<file path="src/rtl/key_matrix_scan.sv">
// 5-row by 4-column keypad scanner. Column inputs are synchronized, sampled once per
// row dwell, and debounced over DEB_N matching samples for both press and release.
module key_matrix_scan #(
  parameter int SCAN_DIV = 50000,
  parameter int DEB_N    = 4
) (
  input  logic       clk,
  input  logic       rst,
  input  logic [3:0] K_COL,
  output logic [4:0] K_ROW,
  output logic [4:0] key_code,
  output logic       key_valid,
  output logic       key_down
);

  localparam int            DW         = $clog2(SCAN_DIV);
  localparam logic [DW-1:0] DWELL_LAST = DW'(SCAN_DIV - 1);
  localparam logic [3:0]    DEB        = 4'(DEB_N);

  typedef enum logic [1:0] {SCAN, CONFIRM, HOLD, RELEASE} state_t;

  state_t        state_q;
  logic [3:0]    colMeta_q, colSync_q;
  logic [DW-1:0] dwell_q, dwell_d;
  logic [2:0]    row_q, rowAdv;
  logic [4:0]    kRow_q, kRowAdv;
  logic [4:0]    cand_q, code_q, curCode;
  logic [3:0]    match_q, rel_q;
  logic          valid_q, down_q;
  logic          sample, single, idle;
  logic [1:0]    colIdx;

  always_comb begin
    sample  = (dwell_q == DWELL_LAST);
    dwell_d = sample ? '0 : dwell_q + DW'(1);
    rowAdv  = (row_q == 3'd4) ? 3'd0 : row_q + 3'd1;
    kRowAdv = ~(5'b00001 << rowAdv);
  end

  // Classify the synchronized columns: exactly one low line is a usable key.
  always_comb begin
    single = 1'b1;
    colIdx = 2'd0;
    idle   = (colSync_q == 4'b1111);
    case (colSync_q)
      4'b1110: colIdx = 2'd0;
      4'b1101: colIdx = 2'd1;
      4'b1011: colIdx = 2'd2;
      4'b0111: colIdx = 2'd3;
      default: single = 1'b0;
    endcase
    curCode = {row_q, colIdx};
  end

  // The dwell counter free-runs; the FSM only acts on the sample cycle, and
  // the row register only moves when no key is being tracked.
  always_ff @(posedge clk) begin
    if (rst) begin
      state_q   <= SCAN;
      colMeta_q <= 4'b1111;
      colSync_q <= 4'b1111;
      dwell_q   <= '0;
      row_q     <= 3'd0;
      kRow_q    <= 5'b11110;
      cand_q    <= 5'd0;
      code_q    <= 5'd0;
      match_q   <= 4'd0;
      rel_q     <= 4'd0;
      valid_q   <= 1'b0;
      down_q    <= 1'b0;
    end else begin
      colMeta_q <= K_COL;
      colSync_q <= colMeta_q;
      dwell_q   <= dwell_d;
      valid_q   <= 1'b0;
      if (sample) begin
        case (state_q)
          SCAN: begin
            if (single) begin
              cand_q <= curCode;
              if (DEB == 4'd1) begin
                code_q  <= curCode;
                valid_q <= 1'b1;
                down_q  <= 1'b1;
                match_q <= 4'd0;
                state_q <= HOLD;
              end else begin
                match_q <= 4'd1;
                state_q <= CONFIRM;
              end
            end else begin
              row_q  <= rowAdv;
              kRow_q <= kRowAdv;
            end
          end
          CONFIRM: begin
            if (single && (curCode == cand_q)) begin
              if ((match_q + 4'd1) == DEB) begin
                code_q  <= cand_q;
                valid_q <= 1'b1;
                down_q  <= 1'b1;
                match_q <= 4'd0;
                state_q <= HOLD;
              end else begin
                match_q <= match_q + 4'd1;
              end
            end else begin
              match_q <= 4'd0;
              state_q <= SCAN;
              row_q   <= rowAdv;
              kRow_q  <= kRowAdv;
            end
          end
          HOLD: begin
            if (idle) begin
              if (DEB == 4'd1) begin
                down_q  <= 1'b0;
                rel_q   <= 4'd0;
                state_q <= SCAN;
                row_q   <= rowAdv;
                kRow_q  <= kRowAdv;
              end else begin
                rel_q   <= 4'd1;
                state_q <= RELEASE;
              end
            end
          end
          RELEASE: begin
            if (idle) begin
              if ((rel_q + 4'd1) == DEB) begin
                down_q  <= 1'b0;
                rel_q   <= 4'd0;
                state_q <= SCAN;
                row_q   <= rowAdv;
                kRow_q  <= kRowAdv;
              end else begin
                rel_q <= rel_q + 4'd1;
              end
            end else begin
              rel_q   <= 4'd0;
              state_q <= HOLD;
            end
          end
          default: state_q <= SCAN;
        endcase
      end
    end
  end

  assign K_ROW     = kRow_q;
  assign key_code  = code_q;
  assign key_valid = valid_q;
  assign key_down  = down_q;

endmodule

</file>
<file path="config.mk">
export PLATFORM = sky130hd
export DESIGN_NAME = key_matrix_scan
export DESIGN_NICKNAME = d
export VERILOG_FILES = /design/src/rtl/key_matrix_scan.sv
export SDC_FILE = /design/constraint.sdc
export NUM_CORES = 1
export LEC_CHECK = 0
export BUFFER_PORTS_ARGS = -buffer_cell sky130_fd_sc_hd__buf_2
export CAP_MARGIN = 20
export CORE_ASPECT_RATIO = 1.5
export CORE_UTILIZATION = 55
export DETAILED_ROUTE_END_ITERATION = 7
export GPL_TIMING_DRIVEN = 0
export PLACE_DENSITY = 0.73
export SYNTH_ARGS = -nofsm -noshare
export SYNTH_HDL_FRONTEND = slang
export SYNTH_SLANG_ARGS = --single-unit
</file>
<file path="constraint.sdc">
create_clock -name clk -period 2.6 [get_ports clk]
set_input_delay 0.52 -clock clk [delete_from_list [all_inputs] [get_ports clk]]
set_output_delay 0.52 -clock clk [all_outputs]
set_load 0.005 [all_outputs]
</file>
# Yosys cells after proc, flatten, opt, wreduce, memory -nomap -nowiden
# Cells that the tools add are included.
[totals]
register_bits = 54
out_inout_bits = 12
word_cells = 94
[classes]
n_addsub = 4
eq_ne = 23
n_shift = 1
n_mux = 34
n_bitwise = 4
n_reduce_logical = 16
[op_table]
columns = ["cell", "count"]
rows = [
  ["4-bit 2-to-1 mux", 6],
  ["5-bit 2-to-1 mux", 4],
  ["16-bit by 1-bit adder with 16-bit output (second input constant)", 1],
  ["16-bit == test (second input constant)", 1],
  ["4-bit == test (second input constant)", 4],
  ["2-bit inequality test (second input constant)", 8],
  ["4-bit case mux with 2 select lines", 2],
  ["3-bit 2-to-1 mux", 5],
  ["5-bit case mux with 3 select lines", 1],
  ["4-bit by 3-bit == test with 1-bit output (second input constant)", 3],
  ["2-bit 2-to-1 mux", 6],
  ["6-bit AND reduction", 2],
  ["3-bit case mux with 3 select lines", 1],
  ["3-bit AND reduction", 3],
  ["4-bit by 1-bit adder with 4-bit output (second input constant)", 2],
  ["2-bit case mux with 4 select lines", 1],
  ["4-bit OR reduction", 2],
  ["1-bit 2-to-1 mux", 6],
  ["3-bit inequality test (second input constant)", 2],
  ["2-bit case mux with 3 select lines", 1],
  ["2-bit nonzero test", 3],
  ["5-bit == test", 1],
  ["5-bit NOT", 1],
  ["5-bit AND reduction", 1],
  ["12 further kinds", 15],
]

# Longest topological paths before layout
[logic_depth]
word_depth = 7
ltp_mapped = 9

# Least setup slack after synthesis
# No wires, ideal clock.
[synth_path]
path_kind = "register to register"
startpoint = "reg dwell_q[5]"
endpoint = "reg match_q[2]"
t_arrival_ps = 2124
required_ps = 2526
setup_slack_ps = 402
path_stages_with_launch = 8
cell_sequence = "dfxtp_1 > or4b_1 > or4_1 > buf_6 > a211oi_4 > nor4b_2 > o21ai_0 > o21ai_0"
[synth_between]
elab_chain_cells = 2
[synth_lines]
columns = ["element", "line_no", "text"]
rows = [
  ["from (decl)", "24", "logic [DW-1:0] dwell_q, dwell_d;"],
  ["from (signal assigned)", "74", "dwell_q <= dwell_d;"],
  ["16-bit == test", "34", "sample = (dwell_q == DWELL_LAST);"],
  ["3-bit AND reduction (no source line)", "-", ""],
  ["to (signal assigned)", "105", "match_q <= match_q + 4'd1;"],
  ["to (decl)", "28", "logic [3:0] match_q, rel_q;"],
]
# No other way between the ends.
# A chain may end at the register's enable or synchronous reset.

# Worst setup path in the final report
[layout_path]
startpoint = "reg dwell_q[5]"
endpoint = "reg dwell_q[8]"
[layout_between]
elab_chain_cells = 2
elab_cells_between_ends = 3
classes_between = "add/sub (1); eq/ne (1); reduce/logical (1)"
[layout_lines]
columns = ["element"]
rows = [
  ["parallel branches: the longest is 2 deep, another holds 16-bit by 1-bit adder with 16-bit output"],
]
# Several ways; the timed one is not identified.

==> flow_summary_export.csv <==
group,metric,value,unit
outcome,status,"completed",
grt,gr-usage-met1,23.9,%
sta,hold_violations,0,
clock_network,root_buffer,"clkbuf_8",
power_and_ir_drop,vdd_ir_drop_max,374,µV
route,ant_nets,0,
setup_path,rrSetupSlack,180,ps
clock_network,cts_buffers,5,
yosys,syn_avg_cell_area,8.87,µm²
route,avgRoutedWirePerCell,13.4,µm
setup_path,cp-startpoint,"dwell_q[5]",
floorplanning,start_util,58.4,%
floorplanning,die_w,59.2,µm
placed_design,dp_hpwl,3930,µm
yosys,synth-async-reset-ratio,0,%
sta,fmax,0.413,GHz
setup_path,critical_path_class,"flop to flop",
clock_network,clockBufferDepth,2,
placed_design,io_buffers,17,
floorplanning,die_area,5190,µm²
setup_path,reg2regPathDepth,6,
yosys,ys_types,55,
clock_network,clock_sinks,54,
setup_path,cp.required,2780,ps
power_and_ir_drop,leakagePower,1.12,nW
power_and_ir_drop,p_total,1.47,mW
min_path,min_path_type,"input port to flop",
grt,grt_pass1_vias,2070,
grt,grt_max_degree,17,
sta,min_period_over_period,93.1,%
sta,setup_viol,0,
clock_network,cts_tree,"built",
sta,slew_headroom,48.5,%
yosys,synth_seq_cells,54,
yosys,synth.cell_area,2700,µm²
placed_design,gp_congestion,0.924,
setup_path,critical_path.max_fanout,10,
yosys,ys_warn_count,0,
grt,overflow,0,
power_and_ir_drop,power_density,490,nW/µm²
route,initialDrtViolationCount,95,
sta,drv_slew,0,
clock_network,hold_buffers,0,
final_layout,drive_gt1_share,14.5,%
yosys,synth_edf_count,0,
setup_path,worstPathArrival,2600,ps
setup_path,end_kind,"flop",
grt,grt_first_pass_wirelength,8970,µm
grt,antenna_found_initial,0,
yosys,ys_dominant_reg_cell,"dfxtp_1",
yosys,yosysSeqAreaShare,40.1,%
sta,rsz0062_at_grt,"no",
floorplanning,die_h,87.8,µm
clock_network,clk_pin_slew_worst_paths,90,ps
setup_path,worst-path-buf-inv,2,
route,drc,0,
setup_path,startpoint_type,"flop",
setup_path,r2r-start,"dwell_q[5]",
clock_network,clock_latency,310,ps
grt,grt.busiest_layer,"met2",
setup_path,slowest_stage,"or4b_1",
final_layout,syn_to_final_growth,11.0,%
flow_run,drv_cap,0,
setup_path,cp-endpoint,"dwell_q[8]",
setup_path,crit_cells,6,
clock_network,htree_levels,2,
setup_path,critPathMaxStageDelay,570,ps
setup_path,worstReg2RegEnd,"dwell_q[8]",
grt,use_met3,4.87,%
grt,grt_util_met2,42.0,%
setup_path,cp_top_family,"simple AND/OR/NAND/NOR gates",
route,drtPass1Iterations,4,
floorplanning,rows,30,
sta,worstMarginPinSlew,766,ps
grt,grtUsageTotal,22.7,%
yosys,synth_cells,304,
sta,clock_skew,5.76,ps
floorplanning,io_pins,18,
final_layout,antenna_cells,0,
setup_path,path_cells,"or4b_1 -> or4_1 -> buf_6 -> nand2_1 -> clkbuf_1 -> nor2_1",
sta,period_needed,2420,ps
route,viasPerCell,5.54,
final_layout,final_nets,345,
yosys,synth_nets,319,
route,drt-total-wl,5290,µm
route,num_vias,2188,
sta,setup-tns-final,0,ps
floorplanning,coreArea,4620,µm²
==> stage by stage <==
step | area, µm² | hold WS [ps] | utilization (%) | cells | setup WS (ps)
floorplan | 2700 | 389 | - | 304 | 402
finish | 2990 | 391 | 64.9 | 395 | 180
detailed placement | 2860 | 401 | 62.0 | 385 | 146
CTS | 2970 | 379 | 64.4 | 393 | 110
global route | 2990 | 377 | 64.9 | 395 | 33.2
global placement | 2860 | 390 | 62.0 | 385 | 190
==> repair_timing <==
action                                  4_1_cts  5_1_grt
hold endpoints to repair                      0        0
gates resized for setup                       0        3
setup buffers                                 0        2
endpoints found under the setup margin        0       15
==> registers in the layout, indices dropped and copies added, names as in the netlist <==
name,flops
dwell_q,16
match_q,4
key_down,1
K_ROW,5
key_code,5
row_q,3
cand_q,5
key_valid,1
colMeta_q,4
rel_q,4
colSync_q,4
state_q,2
==> synth_stat cells, types with 3 or more instances <==
master    number  area share, %
xor2_1         9            2.9
nand3_1       12            2.2
xnor2_1        9            2.9
nor2_1        50            7.0
nor4_1         3           0.70
o211a_1        3            1.1
or4bb_1        3            1.3
nor3_1         6            1.1
inv_1          6           0.84
and3b_1        3           0.97
dfxtp_1       54             40
a21oi_1        8            1.5
nand3b_1       3           0.84
o21ai_0       15            2.8
nand2b_1       4           0.93
nor4b_1        3           0.97
clkbuf_1      11            1.5
or2_2          9            2.1
and3_1         8            1.9
nand4b_1       3           0.97
ha_1           9            4.2
mux2i_1       12            4.5
nand2_1       17            2.4
nand4_1        7            1.6
==> routing by layer <==
metal	wire length, µm	part of all wire (%)
met1	2180	41
met2	2910	55
met3	146	2.8
met4	53	1.0
met5	0	0
==> logic make-up (layout without fill, tap and decap cells) <==
group	count (synthesis)	in the layout	share of synthesized area, %
simple gates	144	144	30.0
flops	54	54	40.1
compound gates	46	46	12.0
buf+inv	21	48	3.43
xor+xnor	18	18	5.85
mux	12	12	4.45
fa+ha+maj	9	9	4.18
==> power by group <==
| part | switching, mW | total, mW | internal [mW] |
|---|---|---|---|
| logic | 0.0459 | 0.0709 | 0.0250 |
| clock network | 0.266 | 0.553 | 0.287 |
| registers | 0.00566 | 0.842 | 0.836 |
| total | 0.317 | 1.47 | 1.15 |
==> cell usage in the layout (no fill, tap or decap), drive strengths merged, types with 4 or more instances in the layout <==
| cell | synthesis | routed |
|---|---|---|
| xnor2 | 9 | 9 |
| nand4 | 7 | 7 |
| o21ai | 15 | 15 |
| nand2 | 17 | 17 |
| dfxtp | 54 | 54 |
| a211oi | 4 | 4 |
| nor4b | 4 | 4 |
| nor3 | 6 | 6 |
| and3 | 8 | 8 |
| ha | 9 | 9 |
| nor2 | 50 | 50 |
| inv | 6 | 6 |
| nand3 | 12 | 12 |
| or2 | 9 | 9 |
| nand2b | 4 | 4 |
| clkbuf | 11 | 17 |
| xor2 | 9 | 9 |
| nor4 | 5 | 5 |
| a21oi | 8 | 8 |
| buf | 4 | 23 |
| mux2i | 12 | 12 |
==> worst min path at each step <==
stage	end	depth (start not counted)	from	slack [ps]
after global routing	colMeta_q[0]	2	K_COL[0]	380
after CTS	colMeta_q[0]	2	K_COL[0]	380
after detailed placement	colSync_q[1]	1	colMeta_q[1]	400
final	colMeta_q[0]	2	K_COL[0]	390
after floorplan	colSync_q[0]	1	colMeta_q[0]	390
after global placement	colSync_q[1]	1	colMeta_q[1]	390
==> final cells by class <==
type	instances	area, µm²
Fill cell	421	1620
Sequential cell	54	1080
Clock inverter	2	37.5
Multi-Input combinational cell	229	1530
Timing Repair Buffer	19	100
Clock buffer	6	72.6
Inverter	6	22.5
Tap cell	64	80.1
Buffer	15	71.3
Note: power is estimated with default switching activity, not from simulation.
